## src/rtl/udma_evt_pkg.sv

```systemverilog
// Shared constants and helpers for the uDMA event arbiter slice.
// Event IDs are formed as base + source index and wrap at the event width.
package udma_evt_pkg;

    localparam int UDMA_EVT_W     = 8;
    localparam int UDMA_EVT_CNT_W = 2;

    // Full-width sum; the caller truncates to its event width, which gives the wrap
    function automatic logic [31:0] evt_id(input logic [31:0] base, input logic [31:0] idx);
        return base + idx;
    endfunction

endpackage

```

## src/rtl/udma_evt_pending_cnt.sv

```systemverilog
// Per-source saturating pending counter: up on an event, down when the source is
// granted into the output register, cleared while the source is disabled.
module udma_evt_pending_cnt
    import udma_evt_pkg::*;
#(
    parameter int CNT_W = UDMA_EVT_CNT_W
) (
    input  logic clk,
    input  logic rst_n,
    input  logic clr,
    input  logic inc,
    input  logic dec,
    output logic nz,
    output logic ovf_pulse
);

    localparam logic [CNT_W-1:0] CNT_MAX = '1;

    logic [CNT_W-1:0] cnt;
    logic             at_max;

    assign at_max    = (cnt == CNT_MAX);
    assign nz        = |cnt;
    // A simultaneous grant makes room, so inc+dec at max is not an overflow
    assign ovf_pulse = inc & ~dec & at_max & ~clr;

    always_ff @(posedge clk or negedge rst_n) begin
        if (!rst_n) begin
            cnt <= '0;
        end else if (clr) begin
            cnt <= '0;
        end else if (inc && !dec && !at_max) begin
            cnt <= cnt + CNT_W'(1);
        end else if (dec && !inc && nz) begin
            cnt <= cnt - CNT_W'(1);
        end
    end

endmodule

```

## src/rtl/udma_evt_arbiter.sv

```systemverilog
// Serialises per-source event pulses into one valid/ready event stream with
// round-robin service and a single registered output stage.
module udma_evt_arbiter
    import udma_evt_pkg::*;
#(
    parameter int N_SRC    = 8,
    parameter int EVT_W    = UDMA_EVT_W,
    parameter int CNT_W    = UDMA_EVT_CNT_W,
    parameter int EVT_BASE = 0
) (
    input  logic             clk_i,
    input  logic             rstn_i,
    input  logic [N_SRC-1:0] evt_src_i,
    input  logic [N_SRC-1:0] cfg_en_i,
    input  logic [N_SRC-1:0] ovf_clr_i,
    output logic [N_SRC-1:0] ovf_o,
    output logic             event_valid_o,
    output logic [EVT_W-1:0] event_data_o,
    input  logic             event_ready_i
);

    localparam int PTR_W = $clog2(N_SRC);

    logic [N_SRC-1:0] nz;
    logic [N_SRC-1:0] req;
    logic [N_SRC-1:0] dec;
    logic [N_SRC-1:0] ovf_set;
    logic [PTR_W-1:0] ptr;
    logic [PTR_W-1:0] grant;
    logic             any;
    logic             can_load;
    logic             load;

    for (genvar i = 0; i < N_SRC; i++) begin : g_src
        udma_evt_pending_cnt #(.CNT_W(CNT_W)) u_cnt (
            .clk       (clk_i),
            .rst_n     (rstn_i),
            .clr       (~cfg_en_i[i]),
            .inc       (evt_src_i[i] & cfg_en_i[i]),
            .dec       (dec[i]),
            .nz        (nz[i]),
            .ovf_pulse (ovf_set[i])
        );
    end

    // A source being disabled this cycle is not granted: its count is being flushed
    assign req      = nz & cfg_en_i;
    assign any      = |req;
    assign can_load = ~event_valid_o | event_ready_i;
    assign load     = can_load & any;

    always_comb begin
        logic found;
        found = 1'b0;
        grant = '0;
        for (int k = 0; k < N_SRC; k++) begin
            int idx;
            idx = int'(ptr) + k;
            if (idx >= N_SRC) idx = idx - N_SRC;
            if (!found && req[idx]) begin
                found = 1'b1;
                grant = PTR_W'(idx);
            end
        end
    end

    always_comb begin
        dec = '0;
        if (load) dec[grant] = 1'b1;
    end

    // event_valid_o is the EMPTY/FULL state of the output stage
    always_ff @(posedge clk_i or negedge rstn_i) begin
        if (!rstn_i) begin
            ovf_o         <= '0;
            event_valid_o <= 1'b0;
            event_data_o  <= '0;
            ptr           <= '0;
        end else begin
            ovf_o <= (ovf_o & ~ovf_clr_i) | ovf_set;
            if (can_load) begin
                event_valid_o <= any;
                if (any) begin
                    event_data_o <= EVT_W'(evt_id(32'(EVT_BASE), 32'(grant)));
                    ptr          <= (int'(grant) == N_SRC - 1) ? '0 : grant + PTR_W'(1);
                end
            end
        end
    end

endmodule
```

## config.mk

```make
export PLATFORM = sky130hd
export DESIGN_NAME = udma_evt_arbiter
export DESIGN_NICKNAME = d
export VERILOG_FILES = /design/src/rtl/udma_evt_pkg.sv /design/src/rtl/udma_evt_pending_cnt.sv /design/src/rtl/udma_evt_arbiter.sv
export SDC_FILE = /design/constraint.sdc
export NUM_CORES = 1
export LEC_CHECK = 0
export BUFFER_PORTS_ARGS = -buffer_cell sky130_fd_sc_hd__buf_2
export CAP_MARGIN = 20
export CORE_MARGIN = 2
export CORE_UTILIZATION = 40
export DETAILED_ROUTE_END_ITERATION = 6
export SLEW_MARGIN = 20
export SYNTH_ARGS = -nofsm -noshare
export SYNTH_HDL_FRONTEND = slang
export SYNTH_SLANG_ARGS = --single-unit
```

## constraint.sdc

```tcl
create_clock -name clk_i -period 8.4 [get_ports clk_i]
set_clock_uncertainty 0.15 [all_clocks]
set_input_delay 2.52 -clock clk_i [delete_from_list [all_inputs] [get_ports clk_i]]
set_output_delay 2.52 -clock clk_i [all_outputs]
set_load 0.005 [all_outputs]
```

Word level (Yosys, flattened, before mapping)
Cells that the tools add are included.
{ "word_totals": {"ff_bits": 31, "in_bits": 27, "out_inout_bits": 17, "elab_cells": 282} }
{ "op_classes": {"n_addsub": 32, "magnitude_cmp": 18, "eq_ne": 17, "muxes": 75, "bitwise_logic": 47, "n_reduce_logical": 81} }
{ "ops": {"columns": ["cell", "count"], "rows": [
  ["$lt A32 B5 Y1 const B", 8],
  ["$mux W32", 8],
  ["$mux W2", 24],
  ["$logic_and A1 B1 Y1", 40],
  ["$sub A4 B4 Y5 const B", 7],
  ["$and A1 B1 Y1", 33],
  ["$logic_not A1 Y1", 31],
  ["$ge A4 B4 Y1 const B", 7],
  ["$mux W3", 9],
  ["$bmux W1 S3", 8],
  ["$mux W1", 24],
  ["$ne A3 B1 Y1 const B", 8],
  ["$add A2 B1 Y2 const B", 8],
  ["$add A3 B3 Y4 const B", 4],
  ["$and A8 B8 Y8", 2],
  ["$eq A2 B2 Y1 const B", 8],
  ["$reduce_or A2 Y1", 8],
  ["$sub A2 B1 Y2 const B", 8],
  ["$not A1 Y1", 9],
  ["$add A3 B2 Y4 const B", 2],
  ["$mux W8", 1],
  ["$not A8 Y8", 1],
  ["$or A8 B8 Y8", 1],
  ["$reduce_or A8 Y1", 1],
  ["10 further kinds", 10]
]} }

Depth between registers and ports, before layout
Gate-level depths: netlist (run 1).
{ "logic_depth": {"word_depth": 37, "ltp_mapped": 16, "ltp_nobuf": 13} }

Cells and area by module
Synthesis (run 1) repeated with hierarchy kept, for this count alone.
{ "unflattened": {"cells_unflattened": 325, "hier_area_um2": 2884.0} }
{ "modules_own_cells": {"columns": ["module", "instances", "cells_each", "area_per_inst_um2"], "rows": [
  ["udma_evt_arbiter", 1, 205, 1823.0],
  ["udma_evt_pending_cnt", 8, 15, 132.6]
]} }

Worst setup path before layout (run 1)
No wires, ideal clock.
{ "synth_timing": {"path_type": "input -> register", "start": "input port cfg_en_i[4]", "end": "register g_src[0].u_cnt.cnt[0]", "arrival_ns": 4.894, "setup_slack_ns": 3.276, "cell_stages": 9, "path_buffers": 1, "cell_sequence": "o21ai_1 > buf_2 > mux2_2 > mux4_2 > or2_1 > a311oi_4 > inv_2 > nor4_2 > mux2i_1"} }
{ "synth_between": {"elab_chain_cells": 36, "word_cells_on_any_way": 70, "classes_between": "order compare (2); eq/ne (1); mux (44); bitwise (2); reduce/logical (21)"} }
{ "synth_rtl": {"columns": ["item", "line_no", "text"], "rows": [
  ["start, declared", "udma_evt_arbiter.sv:14", "input logic [N_SRC-1:0] cfg_en_i,"],
  ["$and A8 B8 Y8 *", "udma_evt_arbiter.sv:47", "assign req = nz & cfg_en_i;"],
  ["$bmux W1 S3", "udma_evt_arbiter.sv:60", "if (!found && req[idx]) begin"],
  ["$mux W1 (implied by the code) (2 in series)", "udma_evt_arbiter.sv:60", null],
  ["$mux W1", "udma_evt_arbiter.sv:60", null],
  ["$logic_not A1 Y1", "udma_evt_arbiter.sv:60", null],
  ["$logic_and A1 B1 Y1", "udma_evt_arbiter.sv:60", null],
  ["$mux W1", "udma_evt_arbiter.sv:60", null],
  ["$logic_not A1 Y1", "udma_evt_arbiter.sv:60", null],
  ["(+18 left out)", null, null],
  ["$logic_and A1 B1 Y1 (implied by the code)", "udma_evt_arbiter.sv:69", "if (load) dec[grant] = 1'b1;"],
  ["$mux W1 (implied by the code)", "udma_evt_arbiter.sv:69", null],
  ["$demux W1 S3", "udma_evt_arbiter.sv:69", null],
  ["$mux W8 *", "udma_evt_arbiter.sv:69", null],
  ["$logic_not A1 Y1", "udma_evt_pending_cnt.sv:32", "end else if (inc && !dec && !at_max) begin"],
  ["$logic_and A1 B1 Y1 (2 in series)", "udma_evt_pending_cnt.sv:32", null],
  ["$mux W2", "udma_evt_pending_cnt.sv:32", null],
  ["$mux W2", "udma_evt_pending_cnt.sv:30", "end else if (clr) begin"],
  ["end signal, assigned", "udma_evt_pending_cnt.sv:33", "cnt <= cnt + CNT_W'(1);"],
  ["end signal, assigned", "udma_evt_pending_cnt.sv:35", "cnt <= cnt - CNT_W'(1);"],
  ["end, declared", "udma_evt_pending_cnt.sv:19", "logic [CNT_W-1:0] cnt;"]
]} }
Mark *: on every way between the ends. The rest lies on a longest branch, timed or not. The select of a mux whose other input is x is not followed.
A chain may end at the register's enable or synchronous reset.

Worst setup path after layout (run 1)
{ "layout_timing": {"start": "input port cfg_en_i[4]", "end": "register ovf_o[6]"} }
{ "layout_between": {"elab_chain_cells": 36, "word_cells_on_any_way": 67, "classes_between": "order compare (2); mux (42); bitwise (7); reduce/logical (16)"} }
{ "layout_rtl": {"columns": ["item", "line_no", "text"], "rows": [
  ["$and A8 B8 Y8 *", "udma_evt_arbiter.sv:47", null],
  ["$bmux W1 S3", "udma_evt_arbiter.sv:60", null],
  ["$mux W1 (implied by the code) (2 in series)", "udma_evt_arbiter.sv:60", null],
  ["$mux W1", "udma_evt_arbiter.sv:60", null],
  ["$logic_not A1 Y1", "udma_evt_arbiter.sv:60", null],
  ["$logic_and A1 B1 Y1", "udma_evt_arbiter.sv:60", null],
  ["$mux W1", "udma_evt_arbiter.sv:60", null],
  ["$logic_not A1 Y1", "udma_evt_arbiter.sv:60", null],
  ["(+17 left out)", null, null],
  ["named net grant[0]", "udma_evt_arbiter.sv:29", "logic [PTR_W-1:0] grant;"],
  ["$lt A3 B4 Y1 (implied by the code) / $ge A3 B1 Y1 (equally long branches)", "udma_evt_arbiter.sv:69", null],
  ["$logic_and A1 B1 Y1 (implied by the code)", "udma_evt_arbiter.sv:69", null],
  ["$mux W1 (implied by the code)", "udma_evt_arbiter.sv:69", null],
  ["$demux W1 S3 *", "udma_evt_arbiter.sv:69", null],
  ["$mux W8 *", "udma_evt_arbiter.sv:69", null],
  ["$not A1 Y1 *", "udma_evt_pending_cnt.sv:25", "assign ovf_pulse = inc & ~dec & at_max & ~clr;"],
  ["$and A1 B1 Y1 * (3 in series)", "udma_evt_pending_cnt.sv:25", null],
  ["$or A8 B8 Y8 *", "udma_evt_arbiter.sv:80", "ovf_o <= (ovf_o & ~ovf_clr_i) | ovf_set;"],
  ["end signal, assigned", "udma_evt_arbiter.sv:80", null],
  ["end, declared", "udma_evt_arbiter.sv:16", "output logic [N_SRC-1:0] ovf_o,"]
]} }
Mark *: on every way through the listed nets, which the timed path passes. The rest lies on a longest branch. The select of a mux whose other input is x is not followed.

==> results of run 1 <==
## cell type report
cell class	count	area, µm²	share of cell area
multi-input combinational	252	1907	0.6040
sequential	31	775.7	0.2457
timing repair buffer	40	205.2	0.06500
tap	96	120.1	0.03805
clock buffer	5	68.82	0.02180
inverter	16	60.06	0.01902
clock inverter	3	20.02	0.006342
## routing by layer
layer,up-vias,part of all wire
li1,1264,-
met1,1245,0.44
met2,114,0.48
met3,13,0.062
met4,0,0.019
met5,-,0
## cells in the mapped netlist (7+ instances only)
library cell	number	area [µm²]
mux2i_1	28	280.3
dfrtp_1	31	775.7
o22ai_1	13	81.33
o21ai_1	10	50.05
o21ai_0	25	125.1
inv_1	11	41.29
and2_1	10	62.56
a21oi_1	10	50.05
nor2_1	12	45.04
mux4_2	12	270.3
o21a_1	7	52.55
nor2b_1	9	56.30
nand2_1	31	116.4
o32ai_1	10	87.58
## stage by stage
step	hold slack (ns)	cells	cell area (µm²)
CTS	0.3614	443	3157
global placement	0.3462	435	3068
global route	0.3834	443	3157
detailed placement	0.3318	435	3068
floorplan	0.3233	314	2828
finish	0.3571	443	3157
## registers in the layout, summed over array words and instances (netlist names)
| name | cells |
|---|---|
| ovf_o | 8 |
| event_valid_o | 1 |
| event_data_o | 3 |
| ptr | 3 |
| g_src.u_cnt.cnt | 16 |
## logic make-up after synthesis
kind of cell,after synthesis,share of synthesized area
AO/OA/AOI/OAI,109,0.2678
AND/OR/NAND/NOR,89,0.1739
multiplexers,42,0.2037
flip-flops,31,0.2758
buffers and inverters,31,0.05159
XOR/XNOR,4,0.01246
adder cells (fa/ha/maj),3,0.01335
other,1,0.001333
## path summary, 6_finish.rpt
kind / startpoint / end
setup / recovery: cfg_en_i[4] / ovf_o[6]
hold / removal: event_data_o[0] / event_data_o[0]
setup reg to reg: ptr[0] / ovf_o[6]
hold reg to reg: event_data_o[0] / event_data_o[0]
max in group asynchronous: rstn_i / g_src[3].u_cnt.cnt[0]
min in group asynchronous: rstn_i / g_src[4].u_cnt.cnt[0]
==> flow_summary.ini, run 1 <==
[routing]
finalWirelength_um = 7323
drc = 0
viasPerCell = 5.950
drt_pre_antenna_iters = 5
drtIter0Drc = 289
final_antenna_net_count = 0
wl_per_cell_um = 16.53
vias = 2636

[setup_path]
critPathBufInv = 2
critical_path_depth = 10
cp_cell_sequence = buf_2 -> o21ai_1 -> mux2i_1 -> mux4_2 -> a211o_1 -> o211ai_1 -> o211a_2 -> inv_2 -> nor4_2 -> o32ai_1
ff2ff_path_depth = 12
startpoint_type = input port
crit_type = in2reg
slowest_stage = nor4_2
crit_fanout = 11
critPathArrivalTime_ns = 5.65
critPathTopFamily = compound AO/OA/AOI/OAI gates
required_ns = 8.39
max_stage_delay_ns = 0.61
endpoint_kind = flop
r2r_slack_ns = 3.11

[hold_path]
holdPathStages = 1
min_path_type = reg2reg

[global_route]
antenna_found_initial = 0
grt.busiest_layer = met2
grt_max_degree = 32
grt_use_met2 = 0.3216
grt_pass1_wl_um = 12070
grtUsageMet1 = 0.2767
grt_pass1_vias = 2432
grt_util_met3 = 0.02545
track_usage = 0.1991
gr-total-overflow = 0

[placed_design]
place_ws_ns = 2.553
place_hpwl_um = 5503
place_congestion = 0.9447
port_buffers = 38

[cells_and_area]
area_delta_synth_final_pct = 12.23
drive_above_1_share = 0.2248
layout_commonest_cell = buf_2
fin_util = 0.4646
nets = 376
layout_common_cells = buf_2 (38), nand2_1 (31), dfrtp_1 (31)
nFillCells = 665
n_antenna_cell = 0

[clocking]
clk_pin_slew_ns = 0.08
htreeDepth = 2
clk_path_buf_depth = 2
clock-sinks = 31
postCtsResizedCells = 0
postCtsSetupBuffers = 0
cts_tree = yes
hold_buffers = 0
cts_root_buf = clkbuf_8
cts-buffers-inserted = 5
insertion_delay_ns = 0.29

[floorplanning]
die-width_um = 87.86
ios = 44
die_y_um = 87.86
initial_core_util = 0.4140
core_um2 = 6794
dieArea_um2 = 7719
rows = 30

[logic_synthesis]
avgSynthCellArea_um2 = 9.073
synthFlopType = dfrtp_1
ys_warn_count = 0
synthCells = 310
yosysSeqAreaShare = 0.2758
synthArstFlopShare = 1.000
synth_cell_types = 53
synth_edf_count = 0
syn_area_um2 = 2813
ys_ff_latch = 31

[timing]
fmax_mhz = 176.7
relSlewSlack = 0.4238
grt_setup_unrepaired = false
worst_pin_slew_ns = 0.8585
timing.final.ws_setup_ns = 2.742
fin_crit_sh = 0.6735
setup_tns_ns = 0
setup_viol_count_final = 0
fin_crit_ns = 5.658
hold_viol_final = 0
slew_viol_final = 0

[job]
cap_violations = 0

[outcome]
status = completed
Power of run 1 is left out: the tool's default activity adds up to more than one toggle a clock period on the data nets, which glitch-free logic cannot reach.
==> run 2, diff against run 1 <==
==> constraint.sdc (replaced) <==
create_clock -name clk_i -period 5.64 [get_ports clk_i]
set_clock_uncertainty 0.15 [all_clocks]
set_input_delay 1.692 -clock clk_i [delete_from_list [all_inputs] [get_ports clk_i]]
set_output_delay 1.692 -clock clk_i [all_outputs]
set_load 0.005 [all_outputs]
==> run 2 against run 1 <==
Effect of this change: final cell count grew 0.68%; count of clock-buffer cells in the layout grew 1; highest routed layer unchanged; largest cell class unchanged; core utilization grew 0.31 points; flip-flop and latch count is the same; global-route usage grew 1.0 points; critical endpoint is now g_src[0].u_cnt.cnt[0]; critical path type unchanged.
==> flow_summary.ini, run 2 (same netlist as run 1, synthesis figures left out) <==
[outcome]
status = completed

[cells_and_area]
n_antenna_cell = 0
fin_util = 0.4678
layout_common_cells = buf_2 (38), nand2_1 (31), dfrtp_1 (31)
drive_above_1_share = 0.2286
nets = 381
area_delta_synth_final_pct = 12.99
largest_reg_flops = 16
largestRegisters = g_src.u_cnt.cnt: 16 flops, ovf_o: 8 flops
layout_commonest_cell = buf_2
top_register = g_src.u_cnt.cnt

[floorplanning]
die_y_um = 87.86
rows = 30
die-width_um = 87.86
initial_core_util = 0.4140
ios = 44
core_um2 = 6794
dieArea_um2 = 7719

[placed_design]
place_congestion = 0.8808
place_hpwl_um = 5757
port_buffers = 38

[global_route]
track_usage = 0.2091
grt_pass1_wl_um = 12610
grt_max_degree = 32
antenna_found_initial = 0
gr-total-overflow = 0
grt_pass1_vias = 2619

[setup_path]
critPathBufInv = 3
cp_cell_sequence = buf_2 -> o21ai_1 -> buf_4 -> mux4_2 -> o211ai_1 -> o32ai_1 -> and2_1 -> a311oi_4 -> inv_2 -> nor4_2 -> mux2i_1
required_ns = 5.69
crit_type = in2reg
slowest_stage = nor4_2
critical_path_depth = 11
critPathTopFamily = compound AO/OA/AOI/OAI gates
startpoint_type = input port
ff2ff_path_depth = 11
critPathArrivalTime_ns = 4.72
crit_fanout = 8
endpoint_kind = flop
max_stage_delay_ns = 0.50

[clocking]
clock-sinks = 31
cts_tree = yes
postCtsResizedCells = 0
clk_pin_slew_ns = 0.06
cts-buffers-inserted = 5
hold_buffers = 0
htreeDepth = 2
clk_path_buf_depth = 2
postCtsSetupBuffers = 0
insertion_delay_ns = 0.28
cts_root_buf = clkbuf_8

[timing]
setup_viol_count_final = 0
worst_pin_slew_ns = 0.6906
grt_setup_unrepaired = false
relSlewSlack = 0.5365
setup_tns_ns = 0
fin_crit_sh = 0.8281
fin_crit_ns = 4.671
slew_viol_final = 0
holdWs_ns = 0.3593
fmax_mhz = 214.1
hold_viol_final = 0

[routing]
vias = 2691
drtIter0Drc = 287
viasPerCell = 6.034
drc = 0
wl_per_cell_um = 16.75
final_antenna_net_count = 0
finalWirelength_um = 7470
drt_pre_antenna_iters = 4

[hold_path]
min_path_type = reg2reg
holdPathStages = 2

[job]
cap_violations = 0
==> run 2: cell type report <==
type                    count  area (µm²)
repair buffers             45       242.7
clock buffers               6       72.57
inverters                  16       60.06
multi-input cells         252        1907
fillers                   669        3616
flip-flops and latches     31       775.7
well taps                  96       120.1
==> run 2: tightest hold or removal path: stages (launching register included) <==
cell,delay (ns)
dfrtp_1,0.33
inv_1,0.04
o32ai_1,0.09
==> run 2: per-layer routing <==
metal,global-route usage,routed length (µm),share of wire,up-vias
met5,0,0,0,-
met4,0.1175,262,0.035,0
met3,0.02922,384,0.051,22
met2,0.3285,3612,0.48,89
met1,0.2774,3210,0.43,1311
li1,-,-,-,1269
==> run 2: worst paths after layout <==
path | start | end | slack [ns]
worst max-delay path | cfg_en_i[4] | g_src[0].u_cnt.cnt[0] | 0.97
worst min-delay path | ovf_o[2] | ovf_o[2] | 0.36
worst max register to register | ptr[1] | g_src[0].u_cnt.cnt[0] | 1.00
worst min register to register | ovf_o[2] | ovf_o[2] | 0.36
max in group asynchronous | rstn_i | ovf_o[5] | 3.59
min in group asynchronous | rstn_i | ovf_o[3] | 1.30
==> run 2: stage by stage <==
step | setup WS [ns] | cells | area, µm²
after floorplan | 1.344 | 314 | 2828
after global placement | 0.7459 | 440 | 3105
after detailed placement | 0.7147 | 440 | 3105
after CTS | 1.009 | 446 | 3178
after global routing | 0.7477 | 446 | 3178
final | 0.9693 | 446 | 3178
Power of run 2 is left out for the same reason.
